### src/rtl/mem_port_arbiter_if.sv
// Shared handshake bundle between the IF/MEM pipeline stages, the arbiter and the memory.
// The arbiter uses the slave modport; the pipeline/memory environment uses master.
interface mem_port_arbiter_if #(
  parameter int ADDR_W = 32,
  parameter int DATA_W = 32
);
  logic              if_req;
  logic [ADDR_W-1:0] if_addr;
  logic [DATA_W-1:0] if_rdata;
  logic              if_ack;
  logic              dm_readmem;
  logic              dm_writemem;
  logic [ADDR_W-1:0] dm_addr;
  logic [DATA_W-1:0] dm_wdata;
  logic [DATA_W-1:0] dm_rdata;
  logic              dm_ack;
  logic              mem_req;
  logic              mem_we;
  logic [ADDR_W-1:0] mem_addr;
  logic [DATA_W-1:0] mem_wdata;
  logic [DATA_W-1:0] mem_rdata;
  logic              mem_ready;
  logic              stall_if;
  logic              stall_mem;
  logic              err;

  modport slave (
    input  if_req, if_addr, dm_readmem, dm_writemem, dm_addr, dm_wdata, mem_rdata, mem_ready,
    output if_rdata, if_ack, dm_rdata, dm_ack, mem_req, mem_we, mem_addr, mem_wdata,
           stall_if, stall_mem, err
  );

  modport master (
    output if_req, if_addr, dm_readmem, dm_writemem, dm_addr, dm_wdata, mem_rdata, mem_ready,
    input  if_rdata, if_ack, dm_rdata, dm_ack, mem_req, mem_we, mem_addr, mem_wdata,
           stall_if, stall_mem, err
  );
endinterface

### src/rtl/mem_port_arbiter.sv
// Shares one variable-latency memory between fetch and data stages; request-to-ack is 2 cycles plus wait states.
// Stalls are held while mem_ready is low; optional watchdog abort compiled in with MEM_ARB_WATCHDOG_EN.
module mem_port_arbiter #(
  parameter int ADDR_W  = 32,
  parameter int DATA_W  = 32,
  parameter int TIMEOUT = 15
) (
  input  logic                clk,
  input  logic                rst_n,
  mem_port_arbiter_if.slave   bus
);
  typedef enum logic [1:0] {IDLE = 2'd0, BUSY_I = 2'd1, BUSY_D = 2'd2} state_t;

  localparam logic [DATA_W-1:0] TIMEOUT_DATA = DATA_W'(32'hDEADBEEF);

  if (TIMEOUT < 1 || TIMEOUT > 255) begin : g_bad_timeout
    $error("mem_port_arbiter: TIMEOUT must be within 1..255");
  end

  state_t            state_q, state_d;
  logic              mem_req_q, mem_req_d;
  logic              mem_we_q, mem_we_d;
  logic              if_ack_q, if_ack_d;
  logic              dm_ack_q, dm_ack_d;
  logic              last_d_q, last_d_d;
  logic [ADDR_W-1:0] mem_addr_q, mem_addr_d;
  logic [DATA_W-1:0] mem_wdata_q, mem_wdata_d;
  logic [DATA_W-1:0] if_rdata_q, if_rdata_d;
  logic [DATA_W-1:0] dm_rdata_q, dm_rdata_d;
  logic              d_req, i_req, grant_d, grant_i, timeout;

  // A requester is masked during its own ack cycle so a still-high level is not reissued.
  assign d_req   = (bus.dm_readmem | bus.dm_writemem) & ~dm_ack_q;
  assign i_req   = bus.if_req & ~if_ack_q;
  assign grant_d = d_req & ~(last_d_q & i_req);
  assign grant_i = i_req & ~grant_d;

`ifdef MEM_ARB_WATCHDOG_EN
  logic [7:0] wd_cnt_q, wd_cnt_d;
  logic       err_q, err_d;

  assign timeout = (state_q != IDLE) & ~bus.mem_ready & (wd_cnt_q == 8'(TIMEOUT - 1));

  always_comb begin
    wd_cnt_d = wd_cnt_q;
    err_d    = err_q | timeout;
    if (state_q == IDLE)     wd_cnt_d = 8'd0;
    else if (!bus.mem_ready) wd_cnt_d = wd_cnt_q + 8'd1;
  end

  assign bus.err = err_q;
`else
  assign timeout = 1'b0;
  assign bus.err = 1'b0;
`endif

  always_comb begin
    state_d     = state_q;
    mem_req_d   = mem_req_q;
    mem_we_d    = mem_we_q;
    mem_addr_d  = mem_addr_q;
    mem_wdata_d = mem_wdata_q;
    last_d_d    = last_d_q;
    if_rdata_d  = if_rdata_q;
    dm_rdata_d  = dm_rdata_q;
    if_ack_d    = 1'b0;
    dm_ack_d    = 1'b0;
    case (state_q)
      IDLE: begin
        if (grant_d) begin
          mem_req_d   = 1'b1;
          mem_we_d    = bus.dm_writemem;
          mem_addr_d  = bus.dm_addr;
          mem_wdata_d = bus.dm_wdata;
          last_d_d    = 1'b1;
          state_d     = BUSY_D;
        end else if (grant_i) begin
          mem_req_d  = 1'b1;
          mem_we_d   = 1'b0;
          mem_addr_d = bus.if_addr;
          last_d_d   = 1'b0;
          state_d    = BUSY_I;
        end
      end
      BUSY_I: begin
        if (bus.mem_ready || timeout) begin
          mem_req_d  = 1'b0;
          if_ack_d   = 1'b1;
          if_rdata_d = bus.mem_ready ? bus.mem_rdata : TIMEOUT_DATA;
          state_d    = IDLE;
        end
      end
      BUSY_D: begin
        if (bus.mem_ready || timeout) begin
          mem_req_d = 1'b0;
          dm_ack_d  = 1'b1;
          if (!bus.mem_ready)  dm_rdata_d = TIMEOUT_DATA;
          else if (!mem_we_q)  dm_rdata_d = bus.mem_rdata;
          state_d = IDLE;
        end
      end
      default: state_d = IDLE;
    endcase
  end

  always_ff @(posedge clk or negedge rst_n) begin
    if (!rst_n) begin
      state_q     <= IDLE;
      mem_req_q   <= 1'b0;
      mem_we_q    <= 1'b0;
      mem_addr_q  <= '0;
      mem_wdata_q <= '0;
      if_ack_q    <= 1'b0;
      dm_ack_q    <= 1'b0;
      if_rdata_q  <= '0;
      dm_rdata_q  <= '0;
      last_d_q    <= 1'b0;
`ifdef MEM_ARB_WATCHDOG_EN
      wd_cnt_q    <= 8'd0;
      err_q       <= 1'b0;
`endif
    end else begin
      state_q     <= state_d;
      mem_req_q   <= mem_req_d;
      mem_we_q    <= mem_we_d;
      mem_addr_q  <= mem_addr_d;
      mem_wdata_q <= mem_wdata_d;
      if_ack_q    <= if_ack_d;
      dm_ack_q    <= dm_ack_d;
      if_rdata_q  <= if_rdata_d;
      dm_rdata_q  <= dm_rdata_d;
      last_d_q    <= last_d_d;
`ifdef MEM_ARB_WATCHDOG_EN
      wd_cnt_q    <= wd_cnt_d;
      err_q       <= err_d;
`endif
    end
  end

  assign bus.mem_req   = mem_req_q;
  assign bus.mem_we    = mem_we_q;
  assign bus.mem_addr  = mem_addr_q;
  assign bus.mem_wdata = mem_wdata_q;
  assign bus.if_ack    = if_ack_q;
  assign bus.dm_ack    = dm_ack_q;
  assign bus.if_rdata  = if_rdata_q;
  assign bus.dm_rdata  = dm_rdata_q;
  assign bus.stall_if  = bus.if_req & ~if_ack_q;
  assign bus.stall_mem = (bus.dm_readmem | bus.dm_writemem) & ~dm_ack_q;
endmodule

### src/flat_wrapper.sv
// flat-port wrapper written by rule: the top's interface ports become plain ports
module mem_port_arbiter_flat 
#(
  parameter int ADDR_W  = 32,
  parameter int DATA_W  = 32,
  parameter int TIMEOUT = 15
)
  (clk, rst_n, bus_if_req, bus_if_addr, bus_dm_readmem, bus_dm_writemem, bus_dm_addr, bus_dm_wdata, bus_mem_rdata, bus_mem_ready, bus_if_rdata, bus_if_ack, bus_dm_rdata, bus_dm_ack, bus_mem_req, bus_mem_we, bus_mem_addr, bus_mem_wdata, bus_stall_if, bus_stall_mem, bus_err);
  mem_port_arbiter_if #(.ADDR_W(ADDR_W), .DATA_W(DATA_W)) bus_i ();
  input  logic clk;
  input  logic rst_n;
  input wire logic [$bits(bus_i.if_req)-1:0] bus_if_req;
  input wire logic [$bits(bus_i.if_addr)-1:0] bus_if_addr;
  input wire logic [$bits(bus_i.dm_readmem)-1:0] bus_dm_readmem;
  input wire logic [$bits(bus_i.dm_writemem)-1:0] bus_dm_writemem;
  input wire logic [$bits(bus_i.dm_addr)-1:0] bus_dm_addr;
  input wire logic [$bits(bus_i.dm_wdata)-1:0] bus_dm_wdata;
  input wire logic [$bits(bus_i.mem_rdata)-1:0] bus_mem_rdata;
  input wire logic [$bits(bus_i.mem_ready)-1:0] bus_mem_ready;
  output wire logic [$bits(bus_i.if_rdata)-1:0] bus_if_rdata;
  output wire logic [$bits(bus_i.if_ack)-1:0] bus_if_ack;
  output wire logic [$bits(bus_i.dm_rdata)-1:0] bus_dm_rdata;
  output wire logic [$bits(bus_i.dm_ack)-1:0] bus_dm_ack;
  output wire logic [$bits(bus_i.mem_req)-1:0] bus_mem_req;
  output wire logic [$bits(bus_i.mem_we)-1:0] bus_mem_we;
  output wire logic [$bits(bus_i.mem_addr)-1:0] bus_mem_addr;
  output wire logic [$bits(bus_i.mem_wdata)-1:0] bus_mem_wdata;
  output wire logic [$bits(bus_i.stall_if)-1:0] bus_stall_if;
  output wire logic [$bits(bus_i.stall_mem)-1:0] bus_stall_mem;
  output wire logic [$bits(bus_i.err)-1:0] bus_err;
  assign bus_i.if_req = bus_if_req;
  assign bus_i.if_addr = bus_if_addr;
  assign bus_i.dm_readmem = bus_dm_readmem;
  assign bus_i.dm_writemem = bus_dm_writemem;
  assign bus_i.dm_addr = bus_dm_addr;
  assign bus_i.dm_wdata = bus_dm_wdata;
  assign bus_i.mem_rdata = bus_mem_rdata;
  assign bus_i.mem_ready = bus_mem_ready;
  assign bus_if_rdata = bus_i.if_rdata;
  assign bus_if_ack = bus_i.if_ack;
  assign bus_dm_rdata = bus_i.dm_rdata;
  assign bus_dm_ack = bus_i.dm_ack;
  assign bus_mem_req = bus_i.mem_req;
  assign bus_mem_we = bus_i.mem_we;
  assign bus_mem_addr = bus_i.mem_addr;
  assign bus_mem_wdata = bus_i.mem_wdata;
  assign bus_stall_if = bus_i.stall_if;
  assign bus_stall_mem = bus_i.stall_mem;
  assign bus_err = bus_i.err;
  mem_port_arbiter #(.ADDR_W(ADDR_W), .DATA_W(DATA_W), .TIMEOUT(TIMEOUT)) u_core (.clk(clk), .rst_n(rst_n), .bus(bus_i));
endmodule
### config.mk
export PLATFORM = sky130hd
export DESIGN_NAME = mem_port_arbiter_flat
export DESIGN_NICKNAME = d
export VERILOG_FILES = /design/src/rtl/mem_port_arbiter_if.sv /design/src/rtl/mem_port_arbiter.sv /design/src/flat_wrapper.sv
export SDC_FILE = /design/constraint.sdc
export NUM_CORES = 1
export LEC_CHECK = 0
export ABC_CLOCK_PERIOD_IN_PS = 4640
export CAP_MARGIN = 20
export CORE_UTILIZATION = 45
export DETAILED_ROUTE_END_ITERATION = 16
export PLACE_DENSITY = 0.95
export SLEW_MARGIN = 25
export SYNTH_ARGS = -nofsm -noshare
export SYNTH_HDL_FRONTEND = slang
export SYNTH_SLANG_ARGS = --single-unit
### constraint.sdc
create_clock -name clk -period 4.64 [get_ports clk]
set_input_delay 1.392 -clock clk [delete_from_list [all_inputs] [get_ports clk]]
set_output_delay 1.392 -clock clk [all_outputs]
set_load 0.01 [all_outputs]
# ---- Yosys cells after proc, flatten, opt, wreduce, memory -nomap -nowiden
# Cells that the tools add are included.
dict set report totals {
  word_cells 51
  in_bits 134
  regBits 135
  output_inout_bits 135
}
dict set report op_classes {
  n_bitwise 11
  n_eq_ne 4
  muxes 16
  reduce_logical 10
}
# op count
set op_table {}
lappend op_table {{32-bit two-way mux} 2}
lappend op_table {{1-bit two-way mux} 9}
lappend op_table {{2-bit AND reduction} 4}
lappend op_table {{2-bit two-way mux} 3}
lappend op_table {{3-bit AND reduction} 2}
lappend op_table {{1-bit bitwise AND} 5}
lappend op_table {{1-bit NOT} 5}
lappend op_table {{2-bit case mux with 2 select lines} 1}
lappend op_table {{2-bit nonzero test} 2}
lappend op_table {{3-bit by 1-bit inequality test with 1-bit output, second input constant} 1}
lappend op_table {{2-bit by 1-bit == test with 1-bit output, second input constant} 1}
lappend op_table {{2-bit == test, second input constant} 1}
lappend op_table {{2-bit logical NOT} 1}
lappend op_table {{2-bit by 1-bit inequality test with 1-bit output, second input constant} 1}
lappend op_table {{1-bit case mux with 2 select lines} 1}
lappend op_table {{2-bit OR reduction} 1}
lappend op_table {{1-bit bitwise OR} 1}

# ---- Depth between registers and ports, before layout
dict set report depth {
  ltp_word 10
  depth_mapped 7
  ltp_nobuf 5
}

# ---- Worst setup path after synthesis
# No wires, ideal clock.
dict set report synth_path {
  path_kind {in2out}
  from {input bus_dm_writemem}
  to {output bus_stall_mem}
  setup_slack_ns 1.309
  stages 4
  arrival_ns 1.939
  path_buffers 2
  t_required_ns 3.248
  cell_sequence {o21bai_1 buf_6 inv_6 buf_2}
}
dict set report synth_between {
  elab_chain_len 2
}
# item line_no
set synth_rtl {}
lappend synth_rtl {{start: declaration} flat_wrapper.sv:15} ;# input wire logic [$bits(bus_i.dm_writemem)-1:0] bus_dm_writemem;
lappend synth_rtl {{1-bit bitwise OR} mem_port_arbiter.sv:149} ;# assign bus.stall_mem = (bus.dm_readmem | bus.dm_writemem) & ~dm_ack_q;
lappend synth_rtl {{1-bit bitwise AND} mem_port_arbiter.sv:149}
lappend synth_rtl {{end: declaration} flat_wrapper.sv:29} ;# output wire logic [$bits(bus_i.stall_mem)-1:0] bus_stall_mem;
# Every way passes these cells.

# ---- Worst setup path after layout
dict set report layout_path {
  from {input bus_if_req}
  to {output bus_stall_if}
}
dict set report layout_between {
  elab_chain_len 1
}
# item line_no
set layout_rtl {}
lappend layout_rtl {{start: declaration} flat_wrapper.sv:12} ;# input wire logic [$bits(bus_i.if_req)-1:0] bus_if_req;
lappend layout_rtl {{1-bit bitwise AND} mem_port_arbiter.sv:148} ;# assign bus.stall_if = bus.if_req & ~if_ack_q;
lappend layout_rtl {{end: declaration} flat_wrapper.sv:28} ;# output wire logic [$bits(bus_i.stall_if)-1:0] bus_stall_if;
# Every way passes these cells.

==> impl_metrics.csv <==
group,metric,value,unit
status,status,"complete, no violations",
routing,count_of_nets_left_with_antenna_violations_after_detail_routing,0,
power,power.sequential.fraction,0.319,
global_routing,grt_antenna_before_repair,0,
routing,total_wirelength_of_the_detailed_routed_design,18200,µm
cells_and_area,layout.core_utilization,0.732,
floorplanning,placement_rows,41,
synthesis,ys_warn_count,0,
synthesis,yosys.cell_count.top_type,"dfrtp_1",
synthesis,ys_seq_area_frac,0.584,
timing,report.final.setup_viol,0,
synthesis,share_of_async_settable_or_async_resettable_flops_after_synthesis,1.00,
cts,cts_post_setup_buffers_inserted,0,
worst_setup_path,crit_chain,"clkdlybuf4s50_1 > nand2b_1 > inv_1 > clkdlybuf4s50_1",
worst_hold_path,terminating_pin_of_the_worst_hold_path,"u_core.bus.if_rdata[21]$_DFFE_PN0P_",
routing,drt_drc_violations_left,0,
global_routing,globalRouteOverflowTotal,0,
worst_setup_path,kind_of_launch_point_of_the_worst_setup_path,"primary input",
timing,timing.final.crit_share,0.886,
routing,via_count,4931,
power,internal-power,4.55,mW
worst_setup_path,critical_path_required,3.25,ns
job,max-cap-violations,0,
cells_and_area,nFillCells,799,
cts,insertion_delay,0.41,ns
worst_setup_path,worst_path_most_repeated_cell,"clkdlybuf4s50_1",
worst_setup_path,worst-path-max-fanout,5,
floorplanning,io_pins,269,
power,power_frac_comb,0.463,
routing,vias_per_cell,5.63,
power,clkPwrFrac,0.218,
worst_setup_path,worst-r2r-setup-slack,2.25,ns
cells_and_area,seq_area,3380,µm²
cts,htree_num_levels,4,
power,power_density_of_the_placed_cells,733,nW/µm²
synthesis,mappedNetlistNets,573,
worst_setup_path,reg2reg_from,"u_core.bus.dm_ack$_DFF_PN0_",
timing,final_hold_viol_count,0,
worst_setup_path,worst-path-buf-inv,3,
timing,unrepaired_setup_endpoints_after_global_routing,"no",
worst_setup_path,end_kind,"primary output",
cts,cts.sink_count,135,
cts,hold_buffers,0,
power,power.static_leakage,3.84,nW
place,dp_hpwl,12400,µm
place,port_buffers,267,
worst_setup_path,worst_path_dominant_cell_family,"buffers and inverters",
synthesis,yosys-top-cells-area,"dfrtp_1, mux2_2, mux2_4",
power,power,6.75,mW
timing,final_max_slew_viol_count,0,
cells_and_area,antenna-diode-count,0,
cts,clock_tree_from_tritoncts,"yes",
power,ir_worst_vdd,0.420,mV
cells_and_area,syn_to_final_growth,59.0,%
timing,max_slew_margin,0.435,
synthesis,synthesis.instances,435,
timing,worst_slack_on_hold_paths,0.502,ns
routing,avgRoutedWirePerCell,20.7,µm
power,p_sw_frac,0.325,
global_routing,grt.total_usage,0.275,
synthesis,netlist_top_cells_count,"dfrtp_1, mux2_2, o21ai_0",
routing,drt-initial-drc-count,646,
worst_setup_path,crit_type,"primary input to primary output",
timing,fin_setup_tns,0,ns
cts,max-clock-path-buffers,2,
cts,numCtsBuffers,17,
worst_setup_path,worstReg2RegEnd,"u_core.bus.mem_wdata[2]$_DFFE_PN0P_",
floorplanning,initial_core_util,0.460,
worst_hold_path,worst_min_path_class,"flip-flop to flip-flop",
cells_and_area,final_net_count,829,
synthesis,synth_cell_type_count,33,
worst_setup_path,depth_of_the_worst_register_to_register_path,5,
worst_setup_path,timing.critical_path.slowest_stage_cell,"clkdlybuf4s50_1",
routing,firstDrtPassIters,6,
timing,clock_skew,0.00510,ns
synthesis,synth_enable_flop_cells,0,
power,power_switching,2.19,mW
place,cell_area_placed,8550,µm²
synthesis,share_of_the_synthesized_area_in_the_top_cell_type,0.584,
synthesis,synth_flop_cell,"dfrtp_1",
global_routing,grt_max_degree,109,
worst_setup_path,critPathArrivalTime,2.72,ns
cts,postCtsResizedCells,0,
timing,timing.final.crit_period,4.11,ns
cells_and_area,area_occupied_by_multi_input_gates,2180,µm²
global_routing,grt_pass1_wl,27500,µm
timing,achievable-frequency,243,MHz
global_routing,via_count_of_the_first_global_routing_pass,5258,
cts,clock_tree.root_cell,"clkbuf_16",
floorplanning,die_y,115,µm
worst_hold_path,holdPathStages,1,
floorplanning,floorplan.die_area,13300,µm²
synthesis,synth.largest_area_cell,"dfrtp_1",
cts,worst_setup_hold_path_clk_slew,0.05,ns
worst_setup_path,critical-path-max-stage-delay,0.55,ns
timing,tightest_slew,0.847,ns
place,gp_congestion,0.928,
synthesis,netlist_area_before_placement,5790,µm²
synthesis,synthesis.area_per_instance,13.3,µm²
synthesis,synth.ff_latch_count,135,
floorplanning,floorplan.die.width,115,µm
worst_hold_path,hold_path.startpoint,"u_core.bus.if_rdata[21]$_DFFE_PN0P_",
cells_and_area,drive_gt1_frac,0.202,
floorplanning,core_region_area,12600,µm²
cells_and_area,post_layout_inst_area,9200,µm²
placed cells by master (no fill, tap or decap), types with 8 or more instances in the layout:
cell type / count
a31oi_1: 33
mux2_4: 27
inv_1: 8
o21ai_0: 34
a211oi_1: 32
buf_4: 9
clkdlybuf4s50_1: 266
nand3_1: 32
dfrtp_1: 135
mux2_2: 68
clkbuf_16: 17
power by group through the flow:
stage	registers, mW	clock network (mW)	logic, mW
6_report	2.15	1.47	3.12
5_1_grt	2.21	1.55	3.31
4_1_cts	2.15	1.49	3.13
3_5_place_dp	2.15	0	3.09
3_3_place_gp	2.09	0	2.96
2_1_floorplan	2.36	0	1.24
stage by stage:
stage	worst slack (ns)	std cells
floorplan	1.31	435
global placement	0.557	844
detailed placement	0.548	844
CTS	0.537	876
global route	0.498	876
finish	0.531	876
worst register-to-register path, cell delays in order (launching register included):
cell	delay [ns]
dfrtp_1	0.43
o21bai_2	0.28
inv_6	0.07
buf_4	0.35
nand3_4	0.62
mux2_2	0.52
cell type report:
class	count	share of cell area
Clock inverter	12	0.0216
Tap cell	172	0.0234
Inverter	9	0.00422
Sequential cell	135	0.367
Timing Repair Buffer	276	0.298
Multi-Input combinational cell	252	0.237
Clock buffer	20	0.0485
logic make-up after synthesis:
| group | Yosys count | synth area share |
|---|---|---|
| other cells | 1 | 0.000648 |
| compound gates | 107 | 0.117 |
| fa+ha+maj | 4 | 0.00865 |
| mux | 96 | 0.204 |
| simple gates | 44 | 0.0428 |
| flops | 135 | 0.584 |
| buf+inv | 48 | 0.0422 |
sequential cells by signal, indices dropped and copies added, names as in the netlist:
name	cells
u_core.last_d_q	1
u_core.bus.mem_req	1
u_core.bus.dm_rdata	32
u_core.bus.mem_addr	32
u_core.bus.dm_ack	1
u_core.bus.mem_we	1
u_core.bus.mem_wdata	32
u_core.bus.if_rdata	32
u_core.bus.if_ack	1
u_core.state_q	2
worst max-delay path by stage:
stage                         start       endpoint  slack (ns)  cells past startpoint
finish                   bus_if_req   bus_stall_if        0.53                      4
global placement    bus_dm_writemem  bus_stall_mem        0.56                      4
detailed placement  bus_dm_writemem  bus_stall_mem        0.55                      4
global route        bus_dm_writemem  bus_stall_mem        0.50                      4
floorplan           bus_dm_writemem  bus_stall_mem        1.31                      4
CTS                      bus_if_req   bus_stall_if        0.54                      4
layer usage:
layer,global-route usage,wire length [µm]
met5,0,0
met4,0.163,823
met3,0.0965,1870
met2,0.476,9090
met1,0.290,6380
No activity file was read; power rests on OpenSTA's default activity.
